$ cat config.mk
export PLATFORM = sky130hd
export DESIGN_NAME = instruction_encoder
export DESIGN_NICKNAME = d
export VERILOG_FILES = /design/src/rtl/instruction_encoder.sv
export SDC_FILE = /design/constraint.sdc
export NUM_CORES = 1
export LEC_CHECK = 0
export BUFFER_PORTS_ARGS = -buffer_cell sky130_fd_sc_hd__buf_4
export CAP_MARGIN = 30
export CORE_MARGIN = 2
export CORE_UTILIZATION = 39
export DETAILED_ROUTE_END_ITERATION = 10
export GPL_ROUTABILITY_DRIVEN = 0
export PLACE_DENSITY = 0.7
export SYNTH_ARGS = -nofsm -noshare
export SYNTH_HDL_FRONTEND = slang
export SYNTH_SLANG_ARGS = --single-unit
$ cat constraint.sdc
create_clock -name clk -period 4.8 [get_ports clk]
set_input_delay 0.24 -clock clk [delete_from_list [all_inputs] [get_ports clk]]
set_output_delay 0.24 -clock clk [all_outputs]
set_load 0.02 [all_outputs]
$ cat src/rtl/instruction_encoder.sv
// Two-stage streaming encoder: packs decoded RV64 field records into 32-bit instruction words.
// Stage 1 holds the fields plus the range/format verdict; stage 2 holds the packed word.
module instruction_encoder #(
  parameter int IMMEDIATE_WIDTH = 32,
  parameter int TYPE_WIDTH      = 3,
  parameter int REGISTER_WIDTH  = 5,
  parameter int COUNT_WIDTH     = 16
) (
  input  logic                       clk,
  input  logic                       reset,
  input  logic                       in_valid,
  output logic                       in_ready,
  input  logic [TYPE_WIDTH-1:0]      in_type,
  input  logic [6:0]                 in_opcode,
  input  logic [2:0]                 in_funct3,
  input  logic [6:0]                 in_funct7,
  input  logic [REGISTER_WIDTH-1:0]  in_rd,
  input  logic [REGISTER_WIDTH-1:0]  in_rs1,
  input  logic [REGISTER_WIDTH-1:0]  in_rs2,
  input  logic [IMMEDIATE_WIDTH-1:0] in_imm,
  output logic                       out_valid,
  input  logic                       out_ready,
  output logic [31:0]                out_inst,
  output logic                       out_error,
  output logic [COUNT_WIDTH-1:0]     enc_count,
  output logic [COUNT_WIDTH-1:0]     err_count
);

  localparam logic [TYPE_WIDTH-1:0] TYPE_R  = TYPE_WIDTH'(0);
  localparam logic [TYPE_WIDTH-1:0] TYPE_I  = TYPE_WIDTH'(1);
  localparam logic [TYPE_WIDTH-1:0] TYPE_S  = TYPE_WIDTH'(2);
  localparam logic [TYPE_WIDTH-1:0] TYPE_SB = TYPE_WIDTH'(3);
  localparam logic [TYPE_WIDTH-1:0] TYPE_U  = TYPE_WIDTH'(4);
  localparam logic [TYPE_WIDTH-1:0] TYPE_UJ = TYPE_WIDTH'(5);

  localparam logic [31:0] NOP_INST = 32'h0000_0013;

  typedef enum logic [2:0] {
    FMT_R,
    FMT_I,
    FMT_S,
    FMT_SB,
    FMT_U,
    FMT_UJ,
    FMT_BAD
  } fmt_e;

  fmt_e                       in_fmt;
  logic                       in_err;

  logic                       s1_valid;
  fmt_e                       s1_fmt;
  logic                       s1_err;
  logic [6:0]                 s1_opcode;
  logic [2:0]                 s1_funct3;
  logic [6:0]                 s1_funct7;
  logic [REGISTER_WIDTH-1:0]  s1_rd;
  logic [REGISTER_WIDTH-1:0]  s1_rs1;
  logic [REGISTER_WIDTH-1:0]  s1_rs2;
  logic [IMMEDIATE_WIDTH-1:0] s1_imm;

  logic [31:0]                packed_inst;
  logic                       s2_load;
  logic                       out_fire;

  // A field is in range when every bit above the encodable width matches the sign bit.
  function automatic logic all_equal(input logic [IMMEDIATE_WIDTH-1:0] value, input int lsb);
    logic ones;
    logic zeros;
    ones  = 1'b1;
    zeros = 1'b1;
    for (int i = 0; i < IMMEDIATE_WIDTH; i++) begin
      if (i >= lsb) begin
        ones  = ones & value[i];
        zeros = zeros & ~value[i];
      end
    end
    return ones | zeros;
  endfunction

  always_comb begin
    in_fmt = FMT_BAD;
    in_err = 1'b1;
    case (in_type)
      TYPE_R: begin
        in_fmt = FMT_R;
        in_err = 1'b0;
      end
      TYPE_I: begin
        in_fmt = FMT_I;
        in_err = !all_equal(in_imm, 11);
      end
      TYPE_S: begin
        in_fmt = FMT_S;
        in_err = !all_equal(in_imm, 11);
      end
      TYPE_SB: begin
        in_fmt = FMT_SB;
        in_err = !all_equal(in_imm, 12) || in_imm[0];
      end
      TYPE_U: begin
        in_fmt = FMT_U;
        in_err = (in_imm[11:0] != 12'h000);
      end
      TYPE_UJ: begin
        in_fmt = FMT_UJ;
        in_err = !all_equal(in_imm, 20) || in_imm[0];
      end
      default: begin
        in_fmt = FMT_BAD;
        in_err = 1'b1;
      end
    endcase
  end

  assign s2_load  = !out_valid || out_ready;
  assign in_ready = !s1_valid || s2_load;
  assign out_fire = out_valid && out_ready;

  always_ff @(posedge clk or negedge reset) begin
    if (!reset) begin
      s1_valid  <= 1'b0;
      s1_fmt    <= FMT_BAD;
      s1_err    <= 1'b0;
      s1_opcode <= '0;
      s1_funct3 <= '0;
      s1_funct7 <= '0;
      s1_rd     <= '0;
      s1_rs1    <= '0;
      s1_rs2    <= '0;
      s1_imm    <= '0;
    end else if (in_ready) begin
      s1_valid <= in_valid;
      if (in_valid) begin
        s1_fmt    <= in_fmt;
        s1_err    <= in_err;
        s1_opcode <= in_opcode;
        s1_funct3 <= in_funct3;
        s1_funct7 <= in_funct7;
        s1_rd     <= in_rd;
        s1_rs1    <= in_rs1;
        s1_rs2    <= in_rs2;
        s1_imm    <= in_imm;
      end
    end
  end

  always_comb begin
    packed_inst = NOP_INST;
    case (s1_fmt)
      FMT_R:
        packed_inst = {s1_funct7, s1_rs2, s1_rs1, s1_funct3, s1_rd, s1_opcode};
      FMT_I:
        packed_inst = {s1_imm[11:0], s1_rs1, s1_funct3, s1_rd, s1_opcode};
      FMT_S:
        packed_inst = {s1_imm[11:5], s1_rs2, s1_rs1, s1_funct3, s1_imm[4:0], s1_opcode};
      FMT_SB:
        packed_inst = {s1_imm[12], s1_imm[10:5], s1_rs2, s1_rs1, s1_funct3,
                       s1_imm[4:1], s1_imm[11], s1_opcode};
      FMT_U:
        packed_inst = {s1_imm[31:12], s1_rd, s1_opcode};
      FMT_UJ:
        packed_inst = {s1_imm[20], s1_imm[10:1], s1_imm[11], s1_imm[19:12], s1_rd, s1_opcode};
      default:
        packed_inst = NOP_INST;
    endcase
    if (s1_err) packed_inst = NOP_INST;
  end

  always_ff @(posedge clk or negedge reset) begin
    if (!reset) begin
      out_valid <= 1'b0;
      out_inst  <= '0;
      out_error <= 1'b0;
    end else if (s2_load) begin
      out_valid <= s1_valid;
      if (s1_valid) begin
        out_inst  <= packed_inst;
        out_error <= s1_err;
      end
    end
  end

  always_ff @(posedge clk or negedge reset) begin
    if (!reset) begin
      enc_count <= '0;
      err_count <= '0;
    end else if (out_fire) begin
      if (!out_error && (enc_count != '1)) enc_count <= enc_count + 1'b1;
      if (out_error && (err_count != '1))  err_count <= err_count + 1'b1;
    end
  end

endmodule

=== After elaboration in Yosys (flattened, before gate mapping) ===
Cells that the tools add are included.

* Logic and storage cells: 367
* Output and inout bits: 67
* Input bits: 71
* Bits in registers: 135

* Equality and inequality tests: 12
* Multiplexer cells: 152
* Reductions and logical operators: 21
* Bitwise gates (word level): 165
* $add $sub $neg: 2

{| class="wikitable"
|+ Operators with widths
! operator !! number
|-
| $pmux 32 s6 || 1
|-
| $mux 1 || 148
|-
| $and 1x1->1 || 140
|-
| $add 16x1->16 const B || 2
|-
| $mux 32 || 1
|-
| $ne 16x16->1 const B || 2
|-
| $not 1->1 || 21
|-
| $pmux 3 s6 || 1
|-
| $eq 3x2->1 const B || 4
|-
| $eq 3x3->1 const B || 4
|-
| $reduce_bool 12->1 || 1
|-
| $reduce_and 2->1 || 4
|-
| $logic_not 1->1 || 7
|-
| $eq 3x1->1 const B || 2
|-
| $logic_not 3->1 || 2
|-
| $pmux 1 s6 || 1
|-
| $logic_or 1x1->1 || 4
|-
| $or 1x1->1 || 4
|-
| $logic_and 1x1->1 || 3
|}

=== Depth between registers and ports, before layout ===
Gate-level depths: netlist of run 1.

* Word-level depth: 45
* Depth in mapped cells: 6
* Gate-level depth less buffers: 5

=== Least setup slack after synthesis of run 1 ===
OpenSTA, ideal clock, no wires.

* Path type: flip-flop to flip-flop
* Start point: register err_count[0]
* End point: register err_count[3]
* Arrival: 1.612 ns
* Stages on the path, launching flop included: 7
* Required time: 4.668 ns
* Period minus slack after synthesis: 1.744 ns
* Setup slack: 3.056 ns
* Path buffers: 1
* Library setup time: 0.132 ns
* Cell sequence: dfrtp_1 -> ha_1 -> nand3_1 -> o31a_1 -> buf_6 -> and4_4 -> xor2_1

* Longest elaborated chain between the ends: 3
* Elaborated cells between the ends (all ways): 4
* Those cells by class: 1 x add/sub; 1 x eq/ne; 2 x reduce/logical

{| class="wikitable"
|+ Ends and longest elaborated chain
! what !! RTL line !! source
|-
| from (decl) || 26 || <nowiki>output logic [COUNT_WIDTH-1:0] err_count</nowiki>
|-
| from (signal assigned) || 190 || <nowiki>if (out_error && (err_count != '1)) err_count <= err_count + 1'b1;</nowiki>
|-
| branches (longest 3 deep; another with $add 16x1->16) || n/a ||
|}

Parallel ways; which one is timed is not known.
A chain may end at the register's enable or synchronous reset.

=== Worst setup path after layout of run 1 ===
* Start point: register out_valid
* End point: register s1_rs2[4]

* Longest elaborated chain between the ends: 4

{| class="wikitable"
|+ Ends and longest elaborated chain
! what !! RTL line !! source
|-
| from (decl) || 21 || <nowiki>output logic out_valid,</nowiki>
|-
| from (signal assigned) || 176 || <nowiki>out_valid <= s1_valid;</nowiki>
|-
| $logic_not 1->1 || 116 || <nowiki>assign s2_load = !out_valid || out_ready;</nowiki>
|-
| $logic_or 1x1->1 || 116 ||
|-
| $logic_or 1x1->1 || 117 || <nowiki>assign in_ready = !s1_valid || s2_load;</nowiki>
|-
| $reduce_and 2->1 (no line) || n/a ||
|-
| to (signal assigned) || 142 || <nowiki>s1_rs2 <= in_rs2;</nowiki>
|-
| to (decl) || 59 || <nowiki>logic [REGISTER_WIDTH-1:0] s1_rs2;</nowiki>
|}

No other way between the ends.

==> results of run 1 <==
## layout make-up
cell class                 count  area, sq um
tap                          184        230.2
inverter                       4        15.01
timing repair buffer         141         1065
multi-input combinational    328         2414
fill                        1263         6932
clock buffer                  23        488.0
sequential                   135         3381
clock inverter                 8        120.1
## flip-flops by register name, indices dropped and copies added, names as in the netlist, 7 cells and up
| signal | cells |
|---|---|
| enc_count | 16 |
| err_count | 16 |
| out_inst | 32 |
| s1_funct7 | 7 |
| s1_imm | 32 |
| s1_opcode | 7 |
## placed cells by master (no fill, tap or decap), types with 4 or more instances in the layout
cell,instances
buf_4,139
dfrtp_1,133
mux2_2,68
nand2_1,42
a22oi_1,22
o21ai_0,21
a21oi_1,18
xnor2_1,17
clkbuf_16,17
nor2_1,15
xor2_1,14
nand4_1,14
nand3_1,12
nor2b_1,10
a22o_1,10
nor4_1,8
o22ai_1,6
nor3_1,6
nand2b_1,4
and3_1,4
clkbuf_8,4
## how the worst min path moves through the flow
stage / from / to / slack (ns) / depth (start not counted)
final: in_valid / s1_valid / 0.04 / 2
after global routing: in_valid / s1_valid / 0.03 / 2
after CTS: in_valid / s1_valid / 0.02 / 2
after detailed placement: reset / s1_rs2[2] / 0.37 / 1
after global placement: reset / s1_rs2[1] / 0.35 / 1
after floorplan: reset / enc_count[0] / -0.06 / 0
## critical path, cell delays in order (launching register included)
cell and delay (ns):
dfrtp_1 0.40, nand3b_1 0.18, nand2_2 0.63, buf_4 0.56, mux2_2 0.41
## routing by layer
metal  global-route usage, %  share of wire, %  vias up
li1                        -                 -     2072
met1                   23.05                43     2176
met2                   28.84                48      152
met3                   6.323               7.2       24
met4                   6.917               1.9        0
met5                       0                 0        -
## logic make-up after synthesis
group | count (synthesis) | synth area share, %
flip-flops | 135 | 57.23
AND/OR/NAND/NOR | 132 | 11.78
AO/OA/AOI/OAI | 92 | 10.46
multiplexers | 71 | 13.56
XOR/XNOR | 31 | 4.596
buffers and inverters | 26 | 1.949
adder cells (fa/ha/maj) | 2 | 0.4236
## report_power, final
part           switching, W  leakage [nW]  internal [W]
sequential         0.000149          1.68       0.00129
clock              0.000466         0.295      0.000866
combinational      0.000311          1.52      0.000305
total              0.000926          3.50       0.00246
## through the flow
stage                     instances  hold slack, ns
after floorplan                 489        -0.05559
after global placement          791          0.3524
after detailed placement        791          0.3653
after CTS                       823         0.01856
after global routing            823         0.03028
final                           823         0.04180
## timing repair
action	4_1_cts	5_1_grt
endpoints found under the hold margin	88	0
setup buffers	0	0
hold buffers	1	0
==> results.py, run 1 <==
metrics = {
    "setup_path": {
        "crit_path_start": "out_valid",
        "ff2ff_path_depth": 4,
        "cp_max_fo": 40,
        "arrival_ns": 2.62,
        "regToRegSetupSlack_ns": 2.47,
        "reg2reg_to": "s1_rs2[4]",
        "required_ns": 5.10,
        "worstSetupEndpoint": "s1_rs2[4]",
        "worstReg2RegStart": "out_valid",
        "cp-start-kind": "flip-flop",
        "worst_setup_path_end_kind": "flip-flop",
        "path_class": "flip-flop to flip-flop",
    },
    "timing": {
        "fmax_mhz": 430.0,
        "fin_ws_ns": 2.475,
        "finalHoldViolCount": 0,
        "clock_skew_ns": 0.008756,
        "setup-tns-final_ns": 0,
        "final_max_slew_viol_count": 0,
        "worst_pin_slew_ns": 0.8469,
        "setup_violations": 0,
        "fin_crit_sh_pct": 48.45,
        "rsz0062_at_grt": "false",
        "fin_crit_ns": 2.325,
        "timing.max_slew.rel_slack_pct": 43.54,
    },
    "floorplanning": {
        "dieArea_sq_um": 16150,
        "rows": 44,
        "initial_utilization_pct": 40.34,
        "core_area_sq_um": 14640,
        "die_w_um": 127.1,
        "io_pins": 138,
        "fp.dieH_um": 127.1,
    },
    "final_layout": {
        "drive_gt1_share_pct": 39.12,
        "diodes": 0,
        "final_area_sq_um": 7712,
        "synthToLayoutAreaGrowth_pct": 30.57,
        "post-route-util_pct": 52.67,
        "finalNetCount": 700,
    },
    "logic_synthesis": {
        "syn_area_sq_um": 5907,
        "synth_ff_type": "dfrtp_1",
        "synth_most_common_cell": "dfrtp_1",
        "synth.avg_cell_area_sq_um": 12.08,
        "synth_seq_cells": 135,
        "async_flop_share_pct": 100.0,
        "synth_cell_type_count": 53,
        "synthTopCellsByArea": "dfrtp_1 56%, mux2_2 13%, a22oi_1 2.8%",
        "synth_seq_area_share_pct": 57.23,
        "synth_top_area_share_pct": 56.34,
        "synth_edf_count": 0,
        "synth_nets": 562,
        "synth_common_cells": "133 x dfrtp_1, 68 x mux2_2, 43 x nand2_1",
        "synth_top_area_cell": "dfrtp_1",
        "synth_cells": 489,
        "yosysWarnings": 0,
    },
    "route": {
        "ant_nets": 0,
        "drtPass1Iterations": 6,
        "vias_per_cell": 5.375,
        "drcViolationCount": 0,
        "num_vias": 4424,
        "drt_iter0_drc": 218,
        "wl_per_cell_um": 17.02,
        "finalWirelength_um": 14010,
    },
    "pwr": {
        "vdd_drop_max_mv": 0.2368,
        "power_w": 0.003387,
        "p_leak_nw": 3.497,
        "power_density_nw_per_um2": 439.1,
    },
    "grt": {
        "grt_pass1_vias": 4437,
        "grt_max_degree": 92,
        "grt-ovfl-total": 0,
        "grt_first_pass_wirelength_um": 22800,
        "grt_use_total_pct": 18.16,
        "grt_antenna_before_repair": 0,
    },
    "place": {
        "dp_hpwl_um": 9844,
        "place_ws_ns": 2.455,
        "place_area_sq_um": 7094,
        "portBuffers": 137,
    },
    "status": {
        "status": "finished clean",
    },
    "clock_network": {
        "cts_made_buffers": 17,
        "clockBufferDepth": 2,
        "htreeDepth": 4,
        "cts_root_buf": "clkbuf_16",
        "cts_resized": 0,
        "cts_tree": "done",
        "clk_pin_slew_worst_paths_ns": 0.06,
        "clock_latency_ns": 0.41,
        "cts.sinks": 135,
    },
    "worst_hold_path": {
        "min_path_type": "input port to flip-flop",
    },
    "job": {
        "drv_cap": 0,
    },
}
Note: power is estimated with default switching activity, not from simulation.
==> inputs of run 2 (changes only) <==
==> constraint.sdc (replaced) <==
create_clock -name clk -period 2.3 [get_ports clk]
set_input_delay 0.115 -clock clk [delete_from_list [all_inputs] [get_ports clk]]
set_output_delay 0.115 -clock clk [all_outputs]
set_load 0.02 [all_outputs]
==> run 2 against run 1 <==
Critical endpoint is now s1_rs1[1]; sequential share of layout area fell by 3.7 points; fmax rose by 27%; non-clock buffer count rose by 73; hold slack got worse by 0.0077 ns; die area did not move; sequential power rose by 110%; highest routed layer unchanged.
==> results.py, run 2 (synthesized netlist as in run 1, its figures left out) <==
metrics = {
    "route": {
        "drcViolationCount": 0,
        "vias_per_cell": 5.346,
        "dr.max_layer_used": "met4",
        "dr_wl_met3_um": 892,
        "drtPass1Iterations": 6,
        "num_vias": 4795,
        "finalWirelength_um": 15490,
        "wl_per_cell_um": 17.27,
        "ant_nets": 0,
        "drt_iter0_drc": 293,
        "m1WireLength_um": 6564,
        "dr_wl_met2_um": 7728,
    },
    "final_layout": {
        "finalNonFillerCells": 897,
        "reg_top3": "out_inst: 32 flops, s1_imm: 32 flops",
        "regArea_sq_um": 3381,
        "synthToLayoutAreaGrowth_pct": 42.55,
        "finalNetCount": 773,
        "fill_cells": 1159,
        "diodes": 0,
        "final_common_cell": "buf_4",
        "multi_input_area_sq_um": 2414,
        "most-common-layout-cells": "144 x buf_4, 133 x dfrtp_1, 68 x mux2_2",
        "drive_gt1_share_pct": 36.47,
    },
    "grt": {
        "grt-ovfl-total": 0,
        "grt_pass1_vias": 5026,
        "grt_antenna_before_repair": 0,
        "grt_first_pass_wirelength_um": 25390,
        "grt_max_degree": 65,
        "grt_use_total_pct": 20.07,
    },
    "clock_network": {
        "clk_pin_slew_worst_paths_ns": 0.06,
        "cts_made_buffers": 17,
        "clock_latency_ns": 0.42,
        "clockBufferDepth": 2,
        "cts_resized": 0,
        "cts_root_buf": "clkbuf_16",
        "cts_tree": "done",
        "cts.sinks": 135,
        "cts_setup_buffers": 0,
        "ctsHoldBuffers": 67,
        "htreeDepth": 4,
    },
    "timing": {
        "fin_crit_sh_pct": 79.81,
        "timing.max_slew.rel_slack_pct": 58.97,
        "worst_pin_slew_ns": 0.6142,
        "rsz0062_at_grt": "false",
        "setup_violations": 0,
        "finalHoldViolCount": 0,
        "fin_crit_ns": 1.836,
        "clock_skew_ns": 0.009438,
        "setup-tns-final_ns": 0,
        "fmax_mhz": 544.8,
        "hold_ws_ns": 0.03414,
        "final_max_slew_viol_count": 0,
    },
    "setup_path": {
        "path_class": "flip-flop to flip-flop",
        "required_ns": 2.59,
        "cp_max_fo": 41,
        "arrival_ns": 2.13,
        "cp-start-kind": "flip-flop",
        "worst_setup_path_end_kind": "flip-flop",
    },
    "floorplanning": {
        "die_w_um": 127.1,
        "fp.dieH_um": 127.1,
        "core_area_sq_um": 14640,
        "dieArea_sq_um": 16150,
        "io_pins": 138,
        "initial_utilization_pct": 40.34,
        "rows": 44,
    },
    "worst_hold_path": {
        "min_path_type": "input port to flip-flop",
    },
    "job": {
        "drv_cap": 0,
    },
    "place": {
        "dp_hpwl_um": 10320,
        "portBuffers": 137,
        "placed_cells": 798,
    },
    "status": {
        "status": "finished clean",
    },
    "pwr": {
        "vdd_drop_max_mv": 0.5681,
        "p_leak_nw": 3.809,
        "power_density_nw_per_um2": 837.7,
    },
}
[run 2: cell types whose count changed in the layout (fill, tap and decap cells not counted)]
cell           change
dlygate4sd3_1     +66
buf_4              +5
clkbuf_1           -2
clkinvlp_4         -2
clkinv_2           -1
clkinv_4           +5
inv_6              +5
bufinv_16          -2
inv_8              +1
buf_12             +2
clkbuf_8           -3
[run 2: per-stage QoR]
step / utilization, % / instance area (sq um) / total power [W] / setup slack [ns]
final: 57.50 / 8421 / 0.007054 / 0.4644
after global routing: 57.50 / 8421 / 0.007394 / 0.2842
after CTS: 57.50 / 8421 / 0.007117 / 0.4573
after detailed placement: 48.97 / 7172 / 0.004365 / 0.4994
after global placement: 48.97 / 7172 / 0.004302 / 0.5292
after floorplan: - / 5907 / 0.003753 / 0.5562
[run 2: critical path, cell delays in order (launching register included)]
cell      delay (ns)
dfrtp_1         0.40
nand3b_1        0.19
nand2_2         0.43
buf_12          0.29
mux2_2          0.37
[run 2: cell type report]
cell class                 instances  share of cell area (%)
sequential                       135                   40.15
multi-input combinational        328                   28.66
timing repair buffer             214                   21.41
clock buffer                      18                   5.215
tap                              184                   2.734
clock inverter                    14                   1.649
inverter                           4                  0.1783
[run 2: power by group]
part | leakage (nW) | internal (W) | total (W) | switching (W)
Combinational | 1.84 | 0.000732 | 0.00144 | 0.000705
Sequential | 1.68 | 0.00269 | 0.00298 | 0.000294
Clock | 0.288 | 0.00154 | 0.00263 | 0.00109
Total | 3.81 | 0.00497 | 0.00705 | 0.00209
[run 2: final timing paths]
path                       depth (start not counted)            end  slack, ns     startpoint
setup / recovery                                   4      s1_rs1[1]       0.46       s1_valid
hold / removal                                     3     s1_imm[14]       0.03     in_imm[14]
setup reg to reg                                   4      s1_rs1[1]       0.46       s1_valid
hold reg to reg                                    1  enc_count[13]       0.49  enc_count[13]
max in group asynchronous                          3      s1_fmt[2]       1.28          reset
min in group asynchronous                          2      s1_rs2[2]       0.25          reset
[run 2: routing by layer]
layer,GRT usage (%),up-vias
met2,33.36,173
met5,0,-
met4,7.369,0
met3,5.695,33
li1,-,2219
met1,25.14,2370
==> inputs of run 3 (changes only) <==
==> constraint.sdc (replaced) <==
create_clock -name clk -period 1.7 [get_ports clk]
set_input_delay 0.085 -clock clk [delete_from_list [all_inputs] [get_ports clk]]
set_output_delay 0.085 -clock clk [all_outputs]
set_load 0.02 [all_outputs]
==> run 3 against run 2 <==
Via count is 1.6% higher; global-route usage is 0.92 points higher; combinational power rose by 53%; count of clock-buffer cells in the layout stayed put; largest cell class unchanged.
==> results.py, run 3 (synthesized netlist as in run 1, its figures left out) <==
metrics = {
    "grt": {
        "grt_antenna_before_repair": 0,
        "grt_first_pass_wirelength_um": 26200,
        "grt_pass1_vias": 5117,
        "grt_max_degree": 44,
        "grt-ovfl-total": 0,
        "grt_use_total_pct": 20.99,
    },
    "final_layout": {
        "finalNonFillerCells": 930,
        "multi_input_area_sq_um": 2450,
        "diodes": 0,
        "regArea_sq_um": 3385,
        "final_common_cell": "buf_4",
        "reg_top3": "out_inst: 32 flops, s1_imm: 32 flops",
        "fill_cells": 1135,
        "drive_gt1_share_pct": 39.54,
        "most-common-layout-cells": "172 x buf_4, 130 x dfrtp_1, 70 x dlygate4sd3_1",
        "synthToLayoutAreaGrowth_pct": 48.10,
        "post-route-util_pct": 59.74,
        "finalNetCount": 807,
    },
    "floorplanning": {
        "die_w_um": 127.1,
        "io_pins": 138,
        "rows": 44,
        "fp.dieH_um": 127.1,
        "initial_utilization_pct": 40.34,
        "dieArea_sq_um": 16150,
        "core_area_sq_um": 14640,
    },
    "place": {
        "placed_cells": 820,
        "portBuffers": 137,
        "place_ws_ns": 0.03025,
        "dp_hpwl_um": 10460,
    },
    "timing": {
        "fin_ws_ns": 0.05076,
        "hold_ws_ns": 0.04004,
        "finalHoldViolCount": 0,
        "fmax_mhz": 606.3,
        "clock_skew_ns": 0.01444,
        "timing.max_slew.rel_slack_pct": 68.36,
        "setup_violations": 0,
        "final_max_slew_viol_count": 0,
        "fin_crit_sh_pct": 97.01,
        "fin_crit_ns": 1.649,
        "worst_pin_slew_ns": 0.4746,
    },
    "route": {
        "vias_per_cell": 5.237,
        "wl_per_cell_um": 17.59,
        "drcViolationCount": 0,
        "drt_iter0_drc": 352,
        "ant_nets": 0,
        "finalWirelength_um": 16360,
        "num_vias": 4870,
        "drtPass1Iterations": 5,
    },
    "clock_network": {
        "cts_made_buffers": 17,
        "cts.sinks": 135,
        "clk_pin_slew_worst_paths_ns": 0.06,
        "cts_tree": "done",
        "cts_root_buf": "clkbuf_16",
        "clock_latency_ns": 0.42,
        "htreeDepth": 4,
        "clockBufferDepth": 2,
    },
    "pwr": {
        "p_leak_nw": 3.981,
        "vdd_drop_max_mv": 0.7388,
        "power_density_nw_per_um2": 1129,
    },
    "setup_path": {
        "crit_path_cell_trace": "and4_1 > nand3_2 > o31a_1 > buf_4 > mux2_4",
        "arrival_ns": 1.95,
        "max_stage_delay_ns": 0.37,
        "cp_max_fo": 5,
        "cp-start-kind": "flip-flop",
        "crit_slowest_cell": "o31a_1",
        "path_class": "flip-flop to flip-flop",
        "required_ns": 2.00,
        "worst_setup_path_end_kind": "flip-flop",
    },
    "worst_hold_path": {
        "min_path_type": "input port to flip-flop",
    },
    "job": {
        "drv_cap": 0,
    },
    "status": {
        "status": "finished clean",
    },
}
run 3: changes by cell type in the layout (fill, tap and decap cells not counted), moves of 2 or more:
cell           before  now
buf_12              2    4
buf_4             144  172
bufinv_16           1    3
clkinv_2            2    5
clkinv_4            5    2
clkinvlp_4          0    2
dfrtp_1           133  130
dfrtp_2             0    3
dlygate4sd3_1      67   70
inv_6               5    1
run 3: worst paths after layout:
check	from	end	slack [ns]	cells past startpoint
max reg2reg	err_count[14]	err_count[1]	0.05	5
min reg2reg	out_inst[15]	out_inst[15]	0.49	2
min in group asynchronous	reset	out_inst[24]	0.09	2
min	out_ready	out_valid	0.04	3
max	err_count[14]	err_count[1]	0.05	5
max in group asynchronous	reset	out_inst[2]	0.96	3
run 3: power breakdown:
part | switching (W) | total, W | internal, W
registers | 0.000353 | 0.00400 | 0.00365
clock network | 0.00139 | 0.00367 | 0.00229
logic | 0.00107 | 0.00220 | 0.00114
total | 0.00281 | 0.00988 | 0.00707
run 3: final cells by class:
class | count | share of cell area [%]
clock buffers | 18 | 4.906
clock inverters | 13 | 1.788
inverters | 4 | 0.1716
multi-input cells | 329 | 28.00
flip-flops and latches | 135 | 38.69
well taps | 184 | 2.632
repair buffers | 247 | 23.81
run 3: what timing repair did:
action / CTS / global route
buffers inserted: 0 / 8
hold buffers: 70 / 0
gates resized for setup: 0 / 5
endpoints found under the hold margin: 201 / 0
setup endpoints to repair: 0 / 9
run 3: per-stage QoR:
| step | setup TNS (ns) | total power, W | cell area [sq um] |
|---|---|---|---|
| floorplan | 0 | 0.005086 | 5911 |
| global placement | 0 | 0.005938 | 7366 |
| detailed placement | 0 | 0.006017 | 7366 |
| CTS | 0 | 0.009844 | 8652 |
| global route | -0.02344 | 0.01035 | 8748 |
| finish | 0 | 0.009880 | 8748 |
run 3: critical path: cells and delay by family (launching register included):
family                 cells  cell delay, ns
AOI/OAI and AO/OA          1            0.37
muxes                      1            0.28
buffers and inverters      1            0.16
and+or+nand+nor            2            0.36
DFF                        1            0.35
run 3: per-layer routing:
metal | track usage (%) | vias up | wire (um)
met4 | 6.981 | 0 | 227
met1 | 25.27 | 2397 | 6705
met3 | 6.030 | 22 | 911
met5 | 0 | - | 0
met2 | 36.34 | 164 | 8511
li1 | - | 2287 | -
